$ cat src/rtl/vga_pattern_gen.sv
// rtl/vga_pattern_gen.sv - VGA timing generator with border, colour-bar, checker and gradient patterns
// Sync and colour outputs are registered on the pixel strobe, one pixel behind x/y.
module vga_pattern_gen #(
    parameter int H_ACTIVE   = 640,
    parameter int H_FP       = 16,
    parameter int H_SYNC     = 96,
    parameter int H_BP       = 48,
    parameter int V_ACTIVE   = 480,
    parameter int V_FP       = 10,
    parameter int V_SYNC     = 2,
    parameter int V_BP       = 33,
    parameter int COLOR_W    = 4,
    parameter int CLK_DIV    = 2,
    parameter int BORDER_W   = 3,
    parameter int SQ_LOG2    = 5,
    parameter int GRAD_SHIFT = 5
) (
    input  logic               clk,
    input  logic               reset,
    input  logic [1:0]         mode,
    output logic [9:0]         x,
    output logic [9:0]         y,
    output logic               pix_en,
    output logic               frame_start,
    output logic               hSync_n,
    output logic               vSync_n,
    output logic [COLOR_W-1:0] vgaR,
    output logic [COLOR_W-1:0] vgaG,
    output logic [COLOR_W-1:0] vgaB
);

    localparam int H_TOTAL = H_ACTIVE + H_FP + H_SYNC + H_BP;
    localparam int V_TOTAL = V_ACTIVE + V_FP + V_SYNC + V_BP;
    localparam int DIV_W   = (CLK_DIV > 1) ? $clog2(CLK_DIV) : 1;
    localparam int BAR_W   = H_ACTIVE / 8;
    localparam logic [COLOR_W-1:0] FULL = {COLOR_W{1'b1}};

    logic [DIV_W-1:0]   div_cnt;
    logic [1:0]         mode_q;
    logic [1:0]         mode_eff;
    logic               active;
    logic               hs_n;
    logic               vs_n;
    logic [2:0]         bar;
    logic [COLOR_W-1:0] r_n;
    logic [COLOR_W-1:0] g_n;
    logic [COLOR_W-1:0] b_n;

    assign frame_start = pix_en && (x == 10'd0) && (y == 10'd0);
    // The origin pixel already belongs to the new frame, so it must see the newly latched mode.
    assign mode_eff    = frame_start ? mode : mode_q;
    assign active      = (x < 10'(H_ACTIVE)) && (y < 10'(V_ACTIVE));
    assign hs_n        = !((x >= 10'(H_ACTIVE + H_FP)) && (x < 10'(H_ACTIVE + H_FP + H_SYNC)));
    assign vs_n        = !((y >= 10'(V_ACTIVE + V_FP)) && (y < 10'(V_ACTIVE + V_FP + V_SYNC)));

    always_comb begin
        r_n = '0;
        g_n = '0;
        b_n = '0;
        bar = '0;
        for (int i = 1; i < 8; i++) begin
            if (x >= 10'(i * BAR_W)) bar = 3'(i);
        end
        if (active) begin
            case (mode_eff)
                2'd0: begin
                    if ((x < 10'(BORDER_W)) || (x >= 10'(H_ACTIVE - BORDER_W))) r_n = FULL;
                    if ((y < 10'(BORDER_W)) || (y >= 10'(V_ACTIVE - BORDER_W))) b_n = FULL;
                end
                2'd1: begin
                    r_n = bar[2] ? FULL : '0;
                    g_n = bar[1] ? FULL : '0;
                    b_n = bar[0] ? FULL : '0;
                end
                2'd2: begin
                    if (x[SQ_LOG2] ^ y[SQ_LOG2]) begin
                        r_n = FULL;
                        g_n = FULL;
                        b_n = FULL;
                    end
                end
                default: begin
                    r_n = COLOR_W'(x >> GRAD_SHIFT);
                    g_n = COLOR_W'(x >> GRAD_SHIFT);
                    b_n = COLOR_W'(x >> GRAD_SHIFT);
                end
            endcase
        end
    end

    always_ff @(posedge clk or posedge reset) begin
        if (reset) begin
            div_cnt <= '0;
            pix_en  <= 1'b0;
            x       <= '0;
            y       <= '0;
            mode_q  <= '0;
            hSync_n <= 1'b1;
            vSync_n <= 1'b1;
            vgaR    <= '0;
            vgaG    <= '0;
            vgaB    <= '0;
        end else begin
            if (div_cnt == DIV_W'(CLK_DIV - 1)) begin
                div_cnt <= '0;
                pix_en  <= 1'b1;
            end else begin
                div_cnt <= div_cnt + 1'b1;
                pix_en  <= 1'b0;
            end
            if (pix_en) begin
                if (x == 10'(H_TOTAL - 1)) begin
                    x <= '0;
                    y <= (y == 10'(V_TOTAL - 1)) ? 10'd0 : y + 10'd1;
                end else begin
                    x <= x + 10'd1;
                end
                hSync_n <= hs_n;
                vSync_n <= vs_n;
                vgaR    <= r_n;
                vgaG    <= g_n;
                vgaB    <= b_n;
            end
            if (frame_start) mode_q <= mode;
        end
    end

endmodule

$ cat config.mk
export PLATFORM = sky130hd
export DESIGN_NAME = vga_pattern_gen
export DESIGN_NICKNAME = d
export VERILOG_FILES = /design/src/rtl/vga_pattern_gen.sv
export SDC_FILE = /design/constraint.sdc
export NUM_CORES = 1
export LEC_CHECK = 0
export ABC_CLOCK_PERIOD_IN_PS = 2000
export BUFFER_PORTS_ARGS = -buffer_cell sky130_fd_sc_hd__buf_4
export CAP_MARGIN = 20
export CORE_UTILIZATION = 40
export CTS_CLUSTER_DIAMETER = 100
export DETAILED_ROUTE_END_ITERATION = 8
export PLACE_DENSITY_LB_ADDON = 0.2
export REMOVE_ABC_BUFFERS = 1
export SLEW_MARGIN = 15
export SYNTH_ARGS = -nofsm -noshare
export SYNTH_HDL_FRONTEND = slang
export SYNTH_SLANG_ARGS = --single-unit
$ cat constraint.sdc
create_clock -name clk -period 2 [get_ports clk]
set_input_delay 0.2 -clock clk [delete_from_list [all_inputs] [get_ports clk]]
set_output_delay 0.2 -clock clk [all_outputs]
set_load 0.01 [all_outputs]
==> results of run 1 <==
## metal layers
layer  vias to the layer above  part of all wire  wire (µm)  global-route usage
met5                         -                 0          0                   0
met4                         0             0.016         93              0.0667
met3                        10             0.050        285              0.0430
met2                        55              0.47       2680               0.322
met1                       999              0.47       2680               0.280
li1                       1029                 -          -                   -
## synth_stat cells, types with 3 or more instances
library cell | count | area share
a31oi_1 | 6 | 0.016
and3_1 | 3 | 0.0081
buf_2 | 3 | 0.0065
buf_4 | 3 | 0.0097
buf_6 | 6 | 0.029
dfrtp_1 | 36 | 0.39
ha_1 | 8 | 0.043
inv_1 | 22 | 0.036
nand2_1 | 16 | 0.026
nand3_1 | 13 | 0.028
nand3b_1 | 4 | 0.013
nand4_1 | 4 | 0.011
nor2_1 | 15 | 0.024
nor2b_1 | 3 | 0.0081
nor3_1 | 4 | 0.0086
nor4_4 | 4 | 0.037
o21ai_0 | 15 | 0.032
o22ai_1 | 9 | 0.024
o32ai_1 | 4 | 0.015
xnor2_1 | 5 | 0.019
xor2_1 | 7 | 0.026
## final cells by class
class	instances	area (µm²)	share of cell area
Timing Repair Buffer	92	692	0.219
Tap cell	72	90.1	0.0285
Inverter	22	82.6	0.0262
Sequential cell	38	956	0.303
Multi-Input combinational cell	163	1230	0.389
Clock inverter	3	40.0	0.0127
Clock buffer	5	68.8	0.0218
## through the flow
stage	power, mW	TNS [ns]	util
6_report	1.55	0	0.570
5_1_grt	1.61	-0.294	0.570
2_1_floorplan	0.871	-2.71	-
3_5_place_dp	0.921	-0.294	0.532
3_3_place_gp	0.921	-0.0313	0.532
4_1_cts	1.57	-0.0844	0.563
## worst min-delay path, stage by stage
cell	delay [ns]
buf_4	0.10
inv_1	0.04
buf_4	0.42
## sequential cells by signal, indices dropped and copies added, names as in the netlist
| register | count |
|---|---|
| mode_q | 2 |
| vgaR | 4 |
| div_cnt | 1 |
| y | 10 |
| vSync_n | 1 |
| vgaG | 4 |
| pix_en | 1 |
| x | 10 |
| vgaB | 4 |
| hSync_n | 1 |
## timing repair
| item | 4_1_cts | 5_1_grt |
|---|---|---|
| pin swaps | 6 | 3 |
| resized for setup | 10 | 9 |
| setup endpoints to repair | 9 | 14 |
| gates cloned | 0 | 1 |
| hold buffers | 0 | 0 |
| buffers inserted | 4 | 0 |
## final timing paths
kind / start / end / slack (ns) / cells after the start
min in group clk: mode[1] / mode_q[1]$_DFF_PP0_ / 0.23 / 2
worst max-delay path: x[1]$_DFFE_PP0P_ / y[9]$_DFFE_PP0P_ / 0.03 / 8
worst min-delay path: reset / y[8]$_DFFE_PP0P_ / 0.02 / 3
worst min register to register: div_cnt$_DFF_PP0_ / pix_en$_DFF_PP0_ / 0.37 / 0
worst max register to register: x[1]$_DFFE_PP0P_ / y[9]$_DFFE_PP0P_ / 0.03 / 8
max in group asynchronous: reset / x[8]$_DFFE_PP0P_ / 1.60 / 3
## power groups by stage
stage                     registers (mW)  logic, mW  clock network [mW]
after CTS                          0.801      0.106               0.662
after detailed placement           0.816      0.105                   0
after floorplan                    0.823     0.0478                   0
final                              0.801      0.107               0.643
after global placement             0.816      0.105                   0
after global routing               0.803      0.118               0.693
## cells by family (layout without fill, tap and decap cells)
| kind of cell | Yosys count | after routing | synth area share |
|---|---|---|---|
| adders and majority gates | 8 | 8 | 0.0431 |
| AOI/OAI and AO/OA | 57 | 57 | 0.169 |
| xor gates and xnor gates | 12 | 12 | 0.0453 |
| and+or+nand+nor | 85 | 85 | 0.239 |
| DFF | 38 | 38 | 0.411 |
| buffers and inverters | 37 | 122 | 0.0873 |
| muxes | 1 | 1 | 0.00646 |
==> results.yml, run 1 <==
setup_path:
  crit_family: "simple AND/OR/NAND/NOR gates"
  start_kind: "flip-flop"
  cp.required_ns: 2.18
  endpoint_kind: "flip-flop"
  worstPathArrival_ns: 2.15
  criticalPathCategory: "reg -> reg"
  cp_num_buf_inv: 1
  critical_path.max_fanout: 3
  max_stage_delay_ns: 0.52
  cpMaxStageDelayCell: "or4_4"
  path_cells: "buf_4 > ha_4 > nand4_4 > or4_4 > nor4_4 > nand2_1 > xor2_1 > a21oi_2"
final_layout:
  final_cell_mix: "90 x buf_4, 34 x dfrtp_1, 20 x inv_1"
  diodes: 0
  areaGrowthSynthToFinish_pct: 35.9
  stdcell_count: 395
  mostFrequentLayoutCell: "buf_4"
  drive_gt1_frac: 0.406
  n_fill_cell: 507
  nNetsFinal: 334
  fin_area_um2: 3160
routing:
  wl_um: 5740
  drt_iter0_markers: 155
  drtAntennaViolNets: 0
  vias: 2093
  via_per_inst: 5.30
  drc_errors: 0
  post_drt_wl_per_cell_um: 14.5
  firstDrtPassIters: 4
clock_network:
  clock-sinks: 38
  insertion_delay_ns: 0.30
  clk_pin_slew_ns: 0.08
  cts_tree: "built"
  root_buffer: "clkbuf_8"
  h-tree-depth: 2
  cts_made_buffers: 5
  max-clock-path-buffers: 2
timing:
  max_slew_margin: 0.669
  final-hold-violation-count: 0
  worstMarginPinSlew_ns: 0.496
  min_period_ns: 1.97
  rsz0062_at_grt: "yes"
  fin_skew_ns: 0.00832
  min_period_over_period: 0.986
  hold-worst-slack_ns: 0.0192
  setup_ws_ns: 0.0290
  setup_viol: 0
  fmax_mhz: 507
  drv_slew: 0
global_routing:
  grt-ovfl-total: 0
  grt_max_degree: 39
  grt_pass1_wl_um: 9690
  grt_pass1_vias: 1977
  grt_usage: 0.205
  antenna_found_initial: 0
logic_synthesis:
  synthArstFlopShare: 1.00
  synth.distinct_cells: 60
  syn_area_um2: 2320
  synthCells: 238
  synth-edff-count: 0
  synth_top_flop_cell: "dfrtp_1"
  syn_avg_cell_area_um2: 9.76
  synth_warnings: 0
  yosysSeqAreaShare: 0.411
  ys_ff_latch: 38
floorplanning:
  dieArea_um2: 6110
  core_um2: 5540
  chipWidth_um: 78.2
  die_h_um: 78.2
  num_rows: 27
  io_pins: 40
  start_util: 0.419
place:
  io_buffers: 39
  gp_congestion: 0.892
  placed_area_um2: 2950
  dp_hpwl_um: 4250
  dp_cells: 382
  dp_worst_setup_slack_ns: -0.0838
worst_hold_path:
  worstHoldPathType: "in -> async"
outcome:
  status: "finished, final reports clean"
power_and_ir_drop:
  p_leak_nw: 1.49
  seq_power_share: 0.517
  power_frac_clock: 0.414
  pwr-share-comb: 0.069
  p_int_mw: 1.20
  p_switching_uw: 347
  peakVddDrop_mv: 0.295
  sw_frac_of_total: 0.224
  powerDensity_nw_per_um2: 491
run:
  maxCapViolCount: 0
Note: power is estimated with default switching activity, not from simulation.
==> run 2: changes to the inputs <==
- HOLD_SLACK_MARGIN: unset -> 0.08
==> run 2 against run 1 <==
Compared with the run above: worst setup slack gained 0.0080 ns; power grew 0.14%; global-route usage is the same; via count grew 0.24%; highest routed layer unchanged; critical path depth is the same; utilization grew 0.18 points; register-to-register slack is essentially flat; cell area grew 0.32%; cell count grew 0.25%; maximum frequency grew 0.41%.
==> results.yml, run 2 (synthesis results as in run 1) <==
floorplanning:
  chipWidth_um: 78.2
  core_um2: 5540
  io_pins: 40
  die_h_um: 78.2
  dieArea_um2: 6110
  num_rows: 27
  start_util: 0.419
final_layout:
  register_area_um2: 956
  reg_top3: "x (10), y (10)"
  mostFrequentLayoutCell: "buf_4"
  areaGrowthSynthToFinish_pct: 36.3
  final_cell_mix: "90 x buf_4, 34 x dfrtp_1, 20 x inv_1"
  stdcell_count: 396
  drive_gt1_frac: 0.404
  multi_input_area_um2: 1230
  fin_area_um2: 3170
  nNetsFinal: 335
  n_fill_cell: 506
  fin_util: 0.571
  diodes: 0
setup_path:
  reg2regPathDepth: 8
  endpoint_kind: "flip-flop"
  cp_num_buf_inv: 1
  r2r_start: "x[1]$_DFFE_PP0P_"
  worstPathArrival_ns: 2.14
  start_kind: "flip-flop"
  reg2reg_to: "y[9]$_DFFE_PP0P_"
  max_stage_delay_ns: 0.52
  cpMaxStageDelayCell: "or4_4"
  criticalPathCategory: "reg -> reg"
  path_cells: "buf_4 > ha_4 > nand4_4 > or4_4 > nor4_4 > nand2_1 > xor2_1 > a21oi_2"
  crit_family: "simple AND/OR/NAND/NOR gates"
  critical_path.max_fanout: 3
  crit_start: "x[1]$_DFFE_PP0P_"
  cp.required_ns: 2.18
  reg2reg_slack_ns: 0.04
clock_network:
  h-tree-depth: 2
  clock-sinks: 38
  max-clock-path-buffers: 2
  insertion_delay_ns: 0.30
  clk_pin_slew_ns: 0.08
  cts_made_buffers: 5
  cts_tree: "built"
  root_buffer: "clkbuf_8"
routing:
  vias: 2098
  firstDrtPassIters: 4
  drtAntennaViolNets: 0
  drc_errors: 0
  wl_um: 5760
  drt_iter0_markers: 149
  via_per_inst: 5.30
  post_drt_wl_per_cell_um: 14.6
place:
  dp_hpwl_um: 4250
  placed_area_um2: 2950
  dp_cells: 382
  dp_worst_setup_slack_ns: -0.0838
  io_buffers: 39
  gp_congestion: 0.892
timing:
  rsz0062_at_grt: "yes"
  min_period_ns: 1.96
  setup_ws_ns: 0.0370
  hold-worst-slack_ns: 0.226
  worstMarginPinSlew_ns: 0.497
  drv_slew: 0
  fmax_mhz: 509
  setup_viol: 0
  max_slew_margin: 0.669
  min_period_over_period: 0.981
  final-hold-violation-count: 0
  tns_ns: 0
  fin_skew_ns: 0.00824
outcome:
  status: "finished, final reports clean"
power_and_ir_drop:
  seq_power_share: 0.516
  pwr-share-comb: 0.070
  powerDensity_nw_per_um2: 490
  p_switching_uw: 348
  power_frac_clock: 0.414
  peakVddDrop_mv: 0.295
  p_leak_nw: 1.49
  p_int_mw: 1.20
  p_total_mw: 1.55
  sw_frac_of_total: 0.224
global_routing:
  grt_max_degree: 39
  grt_usage: 0.205
  grt-ovfl-total: 0
  grt_pass1_vias: 1977
  antenna_found_initial: 0
  grt_pass1_wl_um: 9690
worst_hold_path:
  worstHoldPathType: "in -> reg"
  hp-start: "mode[1]"
  hold_depth: 2
  worstHoldEndpoint: "mode_q[1]$_DFF_PP0_"
run:
  maxCapViolCount: 0
run 2: power by group through the flow:
stage                     sequential, mW  clock [mW]  combinational (mW)
after floorplan                    0.823           0              0.0478
after global placement             0.816           0               0.105
after detailed placement           0.816           0               0.105
after CTS                          0.801       0.662               0.107
after global routing               0.803       0.693               0.120
final                              0.801       0.643               0.109
run 2: worst max-delay path by stage:
stage / to / slack, ns / depth (start not counted)
2_1_floorplan: vgaR[2]$_DFFE_PP0P_ / -0.26 / 6
3_3_place_gp: vgaR[2]$_DFFE_PP0P_ / -0.01 / 8
3_5_place_dp: vgaR[2]$_DFFE_PP0P_ / -0.08 / 8
4_1_cts: vgaR[3]$_DFFE_PP0P_ / -0.03 / 9
5_1_grt: vgaR[2]$_DFFE_PP0P_ / -0.08 / 7
6_report: y[9]$_DFFE_PP0P_ / 0.04 / 8
run 2: cell type report:
cell class                      count  share of cell area
Clock buffer                        5              0.0217
Sequential cell                    38               0.302
Timing Repair Buffer               93               0.222
Multi-Input combinational cell    163               0.387
Tap cell                           72              0.0285
Clock inverter                      3              0.0126
Inverter                           22              0.0261
run 2: routing by layer:
metal	vias to the layer above	routed length [µm]	global-route usage
met5	-	0	0
met4	0	93	0.0667
met3	10	290	0.0430
met2	57	2670	0.322
met1	1000	2710	0.280
li1	1031	-	-
run 2: worst register-to-register path, cell delays in order (launching register included):
cell and delay, ns:
dfrtp_1 0.38, buf_4 0.14, ha_4 0.14, nand4_4 0.12, or4_4 0.52, nor4_4 0.22, nand2_1 0.11, xor2_1 0.17
a21oi_2 0.04
run 2: what timing repair did:
item | CTS | global route
gates resized for setup | 10 | 9
pin swaps | 6 | 3
hold endpoints to repair | 36 | 0
cloned | 0 | 1
buffers inserted | 4 | 0
hold buffers | 1 | 0
endpoints found under the setup margin | 9 | 14
